==> src/rtl/sd_cmd_seq.sv <==
// ============================================================================
// sd_cmd_seq
// ----------------------------------------------------------------------------
// SD-card SPI-mode command sequencer. Sits in front of the SPI byte shifter
// and issues one complete command on a single start pulse. It computes the
// CRC7 of the command, shifts out the 6-byte frame, then polls with 0xFF
// bytes until an R1 response (bit 7 clear) arrives or the poll budget is
// exhausted.
//
// Parameters
//   RESP_MAX    maximum number of 0xFF poll bytes after the frame (1..255)
//   BSY_WAIT    clocks allowed between a shift trigger and shifter busy
//
// Ports
//   clk_i        system clock (shifter clock domain)
//   rst_n_i      asynchronous active-low reset
//   start_i      one-clock start pulse, only honoured when idle
//   cmd_idx_i6   command index, sampled with start_i
//   cmd_arg_i32  command argument, sampled with start_i
//   busy_o       sequence in progress
//   done_o       one-clock pulse at the end of every sequence
//   r1_o8        captured R1 byte (0xFF on timeout or error)
//   timeout_o    last sequence ran out of poll bytes
//   err_o        last sequence aborted because the shifter never went busy
//   sttshift_o   one-clock shift trigger to the shifter
//   ssptdat_o8   TX byte to the shifter
//   sspsreg_i8   RX byte from the shifter, valid once busy falls
//   sspbusy_i    shifter busy flag
// ============================================================================
module sd_cmd_seq #(
    parameter int RESP_MAX = 8,
    parameter int BSY_WAIT = 15
) (
    input  logic        clk_i,
    input  logic        rst_n_i,
    input  logic        start_i,
    input  logic [5:0]  cmd_idx_i6,
    input  logic [31:0] cmd_arg_i32,
    output logic        busy_o,
    output logic        done_o,
    output logic [7:0]  r1_o8,
    output logic        timeout_o,
    output logic        err_o,
    output logic        sttshift_o,
    output logic [7:0]  ssptdat_o8,
    input  logic [7:0]  sspsreg_i8,
    input  logic        sspbusy_i
);

    // Wait counter must be able to hold BSY_WAIT+1 without wrapping.
    localparam int                WAIT_W     = $clog2(BSY_WAIT + 2);
    localparam logic [WAIT_W-1:0] WAIT_LIMIT = WAIT_W'(BSY_WAIT);
    localparam logic [7:0]        POLL_LIMIT = 8'(RESP_MAX);

    typedef enum logic [3:0] {
        IDLE,
        CRC,
        SEND,
        WBSY,
        WEND,
        PSEND,
        PWBSY,
        PWEND,
        DONE
    } state_e;

    state_e             state_q, state_d;

    logic [5:0]         cmdIdx_q, cmdIdx_d;
    logic [31:0]        cmdArg_q, cmdArg_d;
    logic [6:0]         crc_q, crc_d;
    logic [5:0]         bitCnt_q, bitCnt_d;
    logic [2:0]         byteCnt_q, byteCnt_d;
    logic [7:0]         pollCnt_q, pollCnt_d;
    logic [WAIT_W-1:0]  waitCnt_q, waitCnt_d;

    logic               busy_q, busy_d;
    logic               done_q, done_d;
    logic [7:0]         r1_q, r1_d;
    logic               timeout_q, timeout_d;
    logic               err_q, err_d;
    logic               stt_q, stt_d;
    logic [7:0]         txDat_q, txDat_d;

    logic [39:0]        frameBits;
    logic [5:0]         bitIdx;
    logic               crcFb;
    logic [6:0]         crcNext;
    logic [7:0]         frameByte;
    logic               startAccept;

    assign startAccept = (state_q == IDLE) && start_i;

    // The CRC walks the 40 header bits MSB first, one bit per clock.
    // Feedback taps for x^7 + x^3 + 1 land on bits 3 and 0.
    assign frameBits = {2'b01, cmdIdx_q, cmdArg_q};
    assign bitIdx    = 6'd39 - bitCnt_q;
    assign crcFb     = frameBits[bitIdx] ^ crc_q[6];
    assign crcNext   = {crc_q[5:0], 1'b0} ^ {3'b000, crcFb, 2'b00, crcFb};

    // Frame byte selected by the byte counter value that will be live in
    // SEND, so the TX byte is registered together with the trigger.
    always_comb begin
        frameByte = 8'hFF;
        case (byteCnt_d)
            3'd0:    frameByte = {2'b01, cmdIdx_q};
            3'd1:    frameByte = cmdArg_q[31:24];
            3'd2:    frameByte = cmdArg_q[23:16];
            3'd3:    frameByte = cmdArg_q[15:8];
            3'd4:    frameByte = cmdArg_q[7:0];
            3'd5:    frameByte = {crc_q, 1'b1};
            default: frameByte = 8'hFF;
        endcase
    end

    // State register plus all datapath and output registers. Reset forces
    // every output to its idle value immediately, even mid-byte.
    always_ff @(posedge clk_i or negedge rst_n_i) begin
        if (!rst_n_i) begin
            state_q   <= IDLE;
            cmdIdx_q  <= '0;
            cmdArg_q  <= '0;
            crc_q     <= '0;
            bitCnt_q  <= '0;
            byteCnt_q <= '0;
            pollCnt_q <= '0;
            waitCnt_q <= '0;
            busy_q    <= 1'b0;
            done_q    <= 1'b0;
            r1_q      <= 8'hFF;
            timeout_q <= 1'b0;
            err_q     <= 1'b0;
            stt_q     <= 1'b0;
            txDat_q   <= 8'hFF;
        end else begin
            state_q   <= state_d;
            cmdIdx_q  <= cmdIdx_d;
            cmdArg_q  <= cmdArg_d;
            crc_q     <= crc_d;
            bitCnt_q  <= bitCnt_d;
            byteCnt_q <= byteCnt_d;
            pollCnt_q <= pollCnt_d;
            waitCnt_q <= waitCnt_d;
            busy_q    <= busy_d;
            done_q    <= done_d;
            r1_q      <= r1_d;
            timeout_q <= timeout_d;
            err_q     <= err_d;
            stt_q     <= stt_d;
            txDat_q   <= txDat_d;
        end
    end

    // Next-state logic. Both busy-wait states share the same abort path
    // when the shifter fails to raise busy within the allowed window.
    always_comb begin
        state_d = state_q;
        case (state_q)
            IDLE:  if (start_i) state_d = CRC;
            CRC:   if (bitCnt_q == 6'd39) state_d = SEND;
            SEND:  state_d = WBSY;
            WBSY: begin
                if (sspbusy_i)                    state_d = WEND;
                else if (waitCnt_q == WAIT_LIMIT) state_d = DONE;
            end
            WEND: begin
                if (!sspbusy_i) state_d = (byteCnt_q < 3'd5) ? SEND : PSEND;
            end
            PSEND: state_d = PWBSY;
            PWBSY: begin
                if (sspbusy_i)                    state_d = PWEND;
                else if (waitCnt_q == WAIT_LIMIT) state_d = DONE;
            end
            PWEND: begin
                if (!sspbusy_i) begin
                    if (!sspsreg_i8[7] || (pollCnt_q == POLL_LIMIT)) state_d = DONE;
                    else                                             state_d = PSEND;
                end
            end
            DONE:    state_d = IDLE;
            default: state_d = IDLE;
        endcase
    end

    // Datapath counters and the latched command.
    always_comb begin
        cmdIdx_d  = cmdIdx_q;
        cmdArg_d  = cmdArg_q;
        crc_d     = crc_q;
        bitCnt_d  = bitCnt_q;
        byteCnt_d = byteCnt_q;
        pollCnt_d = pollCnt_q;
        waitCnt_d = waitCnt_q;
        case (state_q)
            IDLE: begin
                if (start_i) begin
                    cmdIdx_d  = cmd_idx_i6;
                    cmdArg_d  = cmd_arg_i32;
                    crc_d     = '0;
                    bitCnt_d  = '0;
                    byteCnt_d = '0;
                    pollCnt_d = '0;
                end
            end
            CRC: begin
                crc_d    = crcNext;
                bitCnt_d = bitCnt_q + 6'd1;
            end
            SEND: waitCnt_d = '0;
            PSEND: begin
                waitCnt_d = '0;
                pollCnt_d = pollCnt_q + 8'd1;
            end
            WBSY, PWBSY: begin
                if (!sspbusy_i) waitCnt_d = waitCnt_q + 1'b1;
            end
            WEND: begin
                if (!sspbusy_i && (byteCnt_q < 3'd5)) byteCnt_d = byteCnt_q + 3'd1;
            end
            default: ;
        endcase
    end

    // Output logic, decoded from the upcoming state so every output comes
    // straight from a flop. The reason for entering DONE decides which of
    // r1/timeout/err gets updated.
    always_comb begin
        busy_d    = (state_d != IDLE);
        done_d    = (state_d == DONE);
        stt_d     = (state_d == SEND) || (state_d == PSEND);
        txDat_d   = txDat_q;
        r1_d      = r1_q;
        timeout_d = timeout_q;
        err_d     = err_q;

        case (state_d)
            IDLE:    txDat_d = 8'hFF;
            SEND:    txDat_d = frameByte;
            PSEND:   txDat_d = 8'hFF;
            default: ;
        endcase

        if (startAccept) begin
            timeout_d = 1'b0;
            err_d     = 1'b0;
        end

        if (state_d == DONE) begin
            if ((state_q == WBSY) || (state_q == PWBSY)) begin
                err_d = 1'b1;
                r1_d  = 8'hFF;
            end else if (!sspsreg_i8[7]) begin
                r1_d = sspsreg_i8;
            end else begin
                timeout_d = 1'b1;
                r1_d      = 8'hFF;
            end
        end
    end

    assign busy_o     = busy_q;
    assign done_o     = done_q;
    assign r1_o8      = r1_q;
    assign timeout_o  = timeout_q;
    assign err_o      = err_q;
    assign sttshift_o = stt_q;
    assign ssptdat_o8 = txDat_q;

endmodule

==> config.mk <==
export PLATFORM = sky130hd
export DESIGN_NAME = sd_cmd_seq
export DESIGN_NICKNAME = d
export VERILOG_FILES = /design/src/rtl/sd_cmd_seq.sv
export SDC_FILE = /design/constraint.sdc
export NUM_CORES = 1
export LEC_CHECK = 0
export BUFFER_PORTS_ARGS = -buffer_cell sky130_fd_sc_hd__buf_2
export CORE_UTILIZATION = 40
export DETAILED_ROUTE_END_ITERATION = 12
export PLACE_DENSITY = 0.68
export SLEW_MARGIN = 20
export SYNTH_ARGS = -nofsm -noshare
export SYNTH_HDL_FRONTEND = slang
export SYNTH_SLANG_ARGS = --single-unit
==> constraint.sdc <==
create_clock -name clk_i -period 3.9 [get_ports clk_i]
set_input_delay 0.78 -clock clk_i [delete_from_list [all_inputs] [get_ports clk_i]]
set_output_delay 0.78 -clock clk_i [all_outputs]
set_load 0.02 [all_outputs]
Yosys cells after proc, flatten, opt, wreduce, memory -nomap -nowiden
Index checks and enable logic that the tools add are counted.

Input bits: 50. Register bits: 92. Output and inout bits: 21.

$lt $le $gt $ge: 2. Bitwise gates (word level): 2. $add $sub $neg: 5. Multiplexer cells: 34. Equal/unequal tests: 20. Reduce and logical (&&, ||, !) cells: 22.

Operator list (number): $pmux W8 S6 (1); $mux W4 (8); $pmux W4 S8 (1); $pmux W8 S2 (2); $mux W8 (3); $eq A4 B3 Y1 const B (5); $pmux W7 S2 (1); $eq A4 B2 Y1 const B (3); $pmux W6 S2 (1); $pmux W5 S2 (1); $mux W3 (3); $add A8 B1 Y8 const B (1); $eq A8 B4 Y1 const B (1); $logic_not A4 Y1 (2); $mux W1 (8); $reduce_and A2 Y1 (4); $reduce_bool A2 Y1 (4); $lt A6 B7 Y1 const B (1); $mux W7 (1); $xor A7 B4 Y7 (1); $add A6 B1 Y6 const B (1); $bmux W1 S6 (1); $eq A3 B2 Y1 const B (2); $eq A3 B3 Y1 const B (2); 20 further kinds (27).

Logic depth before layout (Yosys ltp)
Depth in word-level cells: 8. Gate-level depth with buffers: 10. Gate-level depth less buffers: 10.

Worst setup path before layout
OpenSTA, ideal clock, no wires.

Path kind: input-to-reg. Start: input sspbusy_i. End: register txDat_q[0], in the netlist ssptdat_o8[0]. Arrival time: 2.157 ns. Path buffers: 1. Required time: 3.840 ns. Setup slack: 1.683 ns. Cell stages on the path: 6. Library setup time: 0.060 ns. Cell sequence: clkbuf_1 -> nor2_1 -> a41oi_1 -> mux2_2 -> nor2_2 -> o221a_2.

Word-level cells in the longest chain between the ends: 7. Elaborated cells on any way between the ends: 22.

Ends and longest elaborated chain: start: declaration (RTL line 47) `input logic sspbusy_i`; $logic_not A1 Y1 (RTL line 218) `if (!sspbusy_i && (byteCnt_q < 3'd5)) byteCnt_d = byteCnt_q + 3'd1;`; $logic_and A1 B1 Y1 (RTL line 218); $mux W3 (RTL line 218); $pmux W3 S2 (RTL line 194) `case (state_q)`; $eq A3 B3 Y1, or another cell as far along (RTL line 105) `case (byteCnt_d)`; $pmux W8 S6 (RTL line 105); $pmux W8 S2 (RTL line 236) `case (state_d)`; end signal: assignment (RTL line 150) `txDat_q <= txDat_d;`; end: declaration (RTL line 83) `logic [7:0] txDat_q, txDat_d;`.

Parallel ways exist; a longest one is shown, timed or not. A chain may end at the register's enable or synchronous reset.

Worst setup path after layout
Start: register state_q[2]. End: register txDat_q[4], in the netlist ssptdat_o8[4].

Word-level cells in the longest chain between the ends: 6. Elaborated cells on any way between the ends: 30.

Ends and longest elaborated chain: start: declaration (RTL line 67) `state_e state_q, state_d;`; start signal: assignment (RTL line 136) `state_q <= state_d;`; $mux W4 (RTL line 164, 172); $mux W4 (on tied branches) (RTL line 171, 163); $pmux W4 S8 (RTL line 158) `case (state_q)`; $eq A4 B3 Y1 or $logic_not A4 Y1 (tied branches) (RTL line 236); $reduce_or A2 Y1 (no line); $pmux W8 S2 or $reduce_bool A2 Y1 (tied branches).

Parallel ways exist; a longest one is shown, timed or not.

==> results.md <==
- The flow ran to the end, and the final reports show no timing, DRC or antenna violations.
- In the post-synthesis netlist, the biggest area contributors are dfrtp_1 36%, nand2_1 11%, dfstp_2 8.1%.
- The starting DRC count in detailed routing is between 300 and 400.
- In this run the core area contains 41 standard-cell rows.
- The TritonCTS clock tree is built.
- From bottom edge to top edge, the die measures roughly 120 um.
- The minimum setup slack among reg-to-reg paths is approximately 1.1 ns.
- The most used standard cell by instance count after synthesis is nand2_1.
- After detailed placement, the design holds a cell count of 805.
- The max-capacitance violation count is 0.
- The total negative slack for setup checks is 0 ns.
- The average cell area after synthesis is approximately 8.8 um^2.
- The top achievable clock speed is about 350 MHz.
- Measured in cells, the most critical reg-to-reg path has a length of 7.
- STA classifies the critical path endpoint as a flop.
- Clock-pin slew was measured on the worst setup and hold paths at around 0.070 ns.
- The via count of the first global-routing pass is about 4400.
- Once the floorplan was initialized, standard cells occupied about two fifths of the core.
- The cell at the root of the clock tree is clkbuf_16.
- Counting every net in the synthesized netlist gives between 600 and 700.
- Global routing finished with a remaining overflow of 0.
- The number of I/O pins is about 70.
- The number of failing setup endpoints in the final timing report is 0.
- The power per cell area is just under 800 nW/um^2.
- For this run, asynchronously set or reset flops after synthesis account for 100.0%.
- The DRC violations left is 0.
- The total count of hold-check failures in the final report came to 0.
- The cell area after synthesis is ~5200 um^2.
- For the worst setup path, the data required time is about 4.2 ns.
- The slew at the pin closest to its max-slew limit is ~0.84 ns.
- Summed over its instances, the top area cell type makes up 36.47% of the synthesized netlist area.
- The number of sinks driven by the clock tree is 92.
- The via count is 4683.
- The overall routed net length is 13770 um.
- The final count of pins violating max slew was 0.
- The most used flip-flop cell after synthesis is dfrtp_1.
- The worst flop-to-flop path endpoint is ssptdat_o8[4].
- The global-route usage over all layers is roughly a fifth.
- The count of placed standard cells in the final layout, fillers left out is slightly above 800.
- The launching point of the worst reg2reg path is state_q[2].
- Sequential elements use roughly 45% of the synthesized area.
- The largest net degree at the start of global routing is 82.
- The launching element type of the critical path is a flop.
- In this run the remaining antenna-violating nets after routing total 0.
- Relative to the synthesized area, the layout overhead comes to 14.73%.
- The headroom to the max-slew limit is ~44%.
- The first global-routing pass estimated 22320 um of wire.
- In the routed layout, each cell is associated on average with a via count of 5.704.
- The setup path with the least slack is of type flop to flop.
- The congestion estimate from routability-driven global placement came to 0.8612.
- The library cell with the largest summed area after synthesis is dfrtp_1.
- The die area is 13500 um^2.
- After legalization and detailed placement, the total HPWL measured slightly below 10000 um.
- Setup repair after global routing left no endpoint under its margin.
- The post-detailed-route wirelength per cell is 16.78 um.
- Yosys printed 0 warnings.
- In the synthesized netlist, the cells that appear most often are 154 x nand2_1, 76 x dfrtp_1, 35 x o21ai_0, 34 x nor2_1, 21 x clkbuf_1.
- The analysis attributes to cell leakage a power of around 0.0027 uW.
- The antenna diode count is 0.
- The clock passes through at most 2 buffers.
- The synthesized instance count is 591.
- Clock skew on the completed layout was measured at about 0.007 ns.
- The number of hold-repair buffers added at the cts stage is 0.
- The minimum clock period is between 2 and 3 ns.
- The type of the tightest min-delay check is input pin to asynchronous set/reset pin.
- The number of gates resized after CTS was 0.
- In this run the horizontal extent of the chip is 116.2 um.
- The synthesized design contains 0 enable-type register cells.
- The maximum fanout along the worst path is 15.
- The quantity of I/O buffers inserted on ports is 70.
- The clock tree synthesis step divided the H-tree into 3 levels.
- The worst-case IR drop observed on VDD is between 0.0002 and 0.0003 V.
- After synthesis, the netlist uses 72 different library cells.
- The number of setup buffers added after CTS is 0.
- The post-route clock period utilization is roughly 73%.
- The standard cell core area is 12670 um^2.
- The later-pin clock latency in the skew report is roughly 0.34 ns.
- In this run, CTS created clock tree buffers numbering 9.
- The layout has around 1200 filler cells.
- The number of antenna violations at the first check in global routing is 0.
- At the worst endpoint, the arrival time is between 3 and 4 ns.
- For this run, the detailed router's first-pass iteration total came to 6.
- The proportion of layout cells with a drive suffix above 1 is a little over a fifth.
- The number of flip-flops and latches in the synthesized netlist is 92.
- After the last flow step, the layout net total stands at ~700.
[cells in the final DEF, fill, tap and decap left out, types with 5 or more instances in the layout]
master | synthesis | routed
a32o_1 | 6 | 6
buf_4 | 2 | 7
a31oi_1 | 9 | 9
nand3_1 | 19 | 18
nand4_1 | 10 | 10
nor2_1 | 34 | 34
nand2_1 | 154 | 154
a21oi_1 | 20 | 20
mux2i_1 | 9 | 9
dfstp_2 | 16 | 16
and2_1 | 5 | 5
inv_1 | 9 | 9
mux2_2 | 5 | 5
nor3_1 | 14 | 14
clkbuf_16 | 0 | 9
a22oi_1 | 5 | 5
o221ai_1 | 9 | 9
nor2b_1 | 8 | 8
buf_2 | 10 | 69
o21ai_0 | 35 | 35
and3_1 | 7 | 7
ha_1 | 8 | 8
dfrtp_1 | 76 | 76
nand2b_1 | 8 | 8
o22ai_1 | 11 | 11
[power by group]
part / total (uW) / internal (uW) / switching [uW]
Combinational: 1980 / 826 / 1150
Sequential: 1890 / 1360 / 524
Clock: 891 / 518 / 373
Total: 4760 / 2710 / 2050
[how the worst max path moves through the flow]
stage	start	endpoint	slack, ns	cells past startpoint
global route	state_q[2]	ssptdat_o8[5]	0.89	7
detailed placement	state_q[2]	ssptdat_o8[5]	1.18	7
floorplan	sspbusy_i	ssptdat_o8[0]	1.68	6
CTS	state_q[2]	ssptdat_o8[5]	1.15	7
finish	state_q[2]	ssptdat_o8[4]	1.06	7
global placement	sspbusy_i	ssptdat_o8[0]	1.27	8
[layout make-up]
cell class              count  area (um^2)  area share (%)
clock inverters             5        60.06           1.004
multi-input cells         453         2693           45.00
repair buffers             77        409.1           6.838
inverters                  11        41.29          0.6901
well taps                 172        215.2           3.597
flip-flops and latches     92         2322           38.81
clock buffers              11        242.7           4.057
[metrics by stage]
stage / instance area [um^2] / hold WS [ns] / total power (uW) / worst slack, ns / utilization, %
2_1_floorplan: 5215 / 0.4375 / 3264 / 1.683 / -
3_3_place_gp: 5677 / 0.4568 / 3766 / 1.271 / 44.80
3_5_place_dp: 5677 / 0.4708 / 3840 / 1.184 / 44.80
4_1_cts: 5979 / 0.4804 / 4750 / 1.152 / 47.19
5_1_grt: 5983 / 0.5041 / 5076 / 0.8866 / 47.22
6_report: 5983 / 0.4462 / 4758 / 1.058 / 47.22
[flip-flops by register name, summed over array words and instances, names as in the netlist]
register and cells:
cmdArg_q 32, waitCnt_q 5, timeout_o 1, err_o 1, done_o 1, ssptdat_o8 8, r1_o8 8, state_q 4
pollCnt_q 8, cmdIdx_q 6, bitCnt_q 6, sttshift_o 1, crc_q 7, byteCnt_q 3, busy_o 1
[worst max-delay path: stages (launching register included)]
cell,delay (ns)
dfrtp_1,0.64
nor4b_4,0.70
nand2_1,0.46
o22ai_1,0.29
a2bb2oi_1,0.09
o211ai_1,0.12
o21ai_1,0.15
o32a_1,0.31
[kinds of logic after synthesis]
| kind of cell | Yosys count | synth area share [%] |
|---|---|---|
| AOI/OAI and AO/OA | 144 | 19.31 |
| xor gates and xnor gates | 6 | 1.008 |
| adders and majority gates | 8 | 1.919 |
| buffers and inverters | 46 | 4.054 |
| DFF | 92 | 44.53 |
| muxes | 18 | 4.535 |
| and+or+nand+nor | 277 | 24.64 |
[layer usage]
layer | global-route usage (%) | vias to the layer above | share of wire (%)
met5 | 0 | - | 0
met2 | 31.23 | 182 | 45
met3 | 4.567 | 31 | 6.5
li1 | - | 2219 | -
met1 | 30.48 | 2251 | 46
met4 | 9.060 | 0 | 2.1
Power figures use the tool's default switching activity.
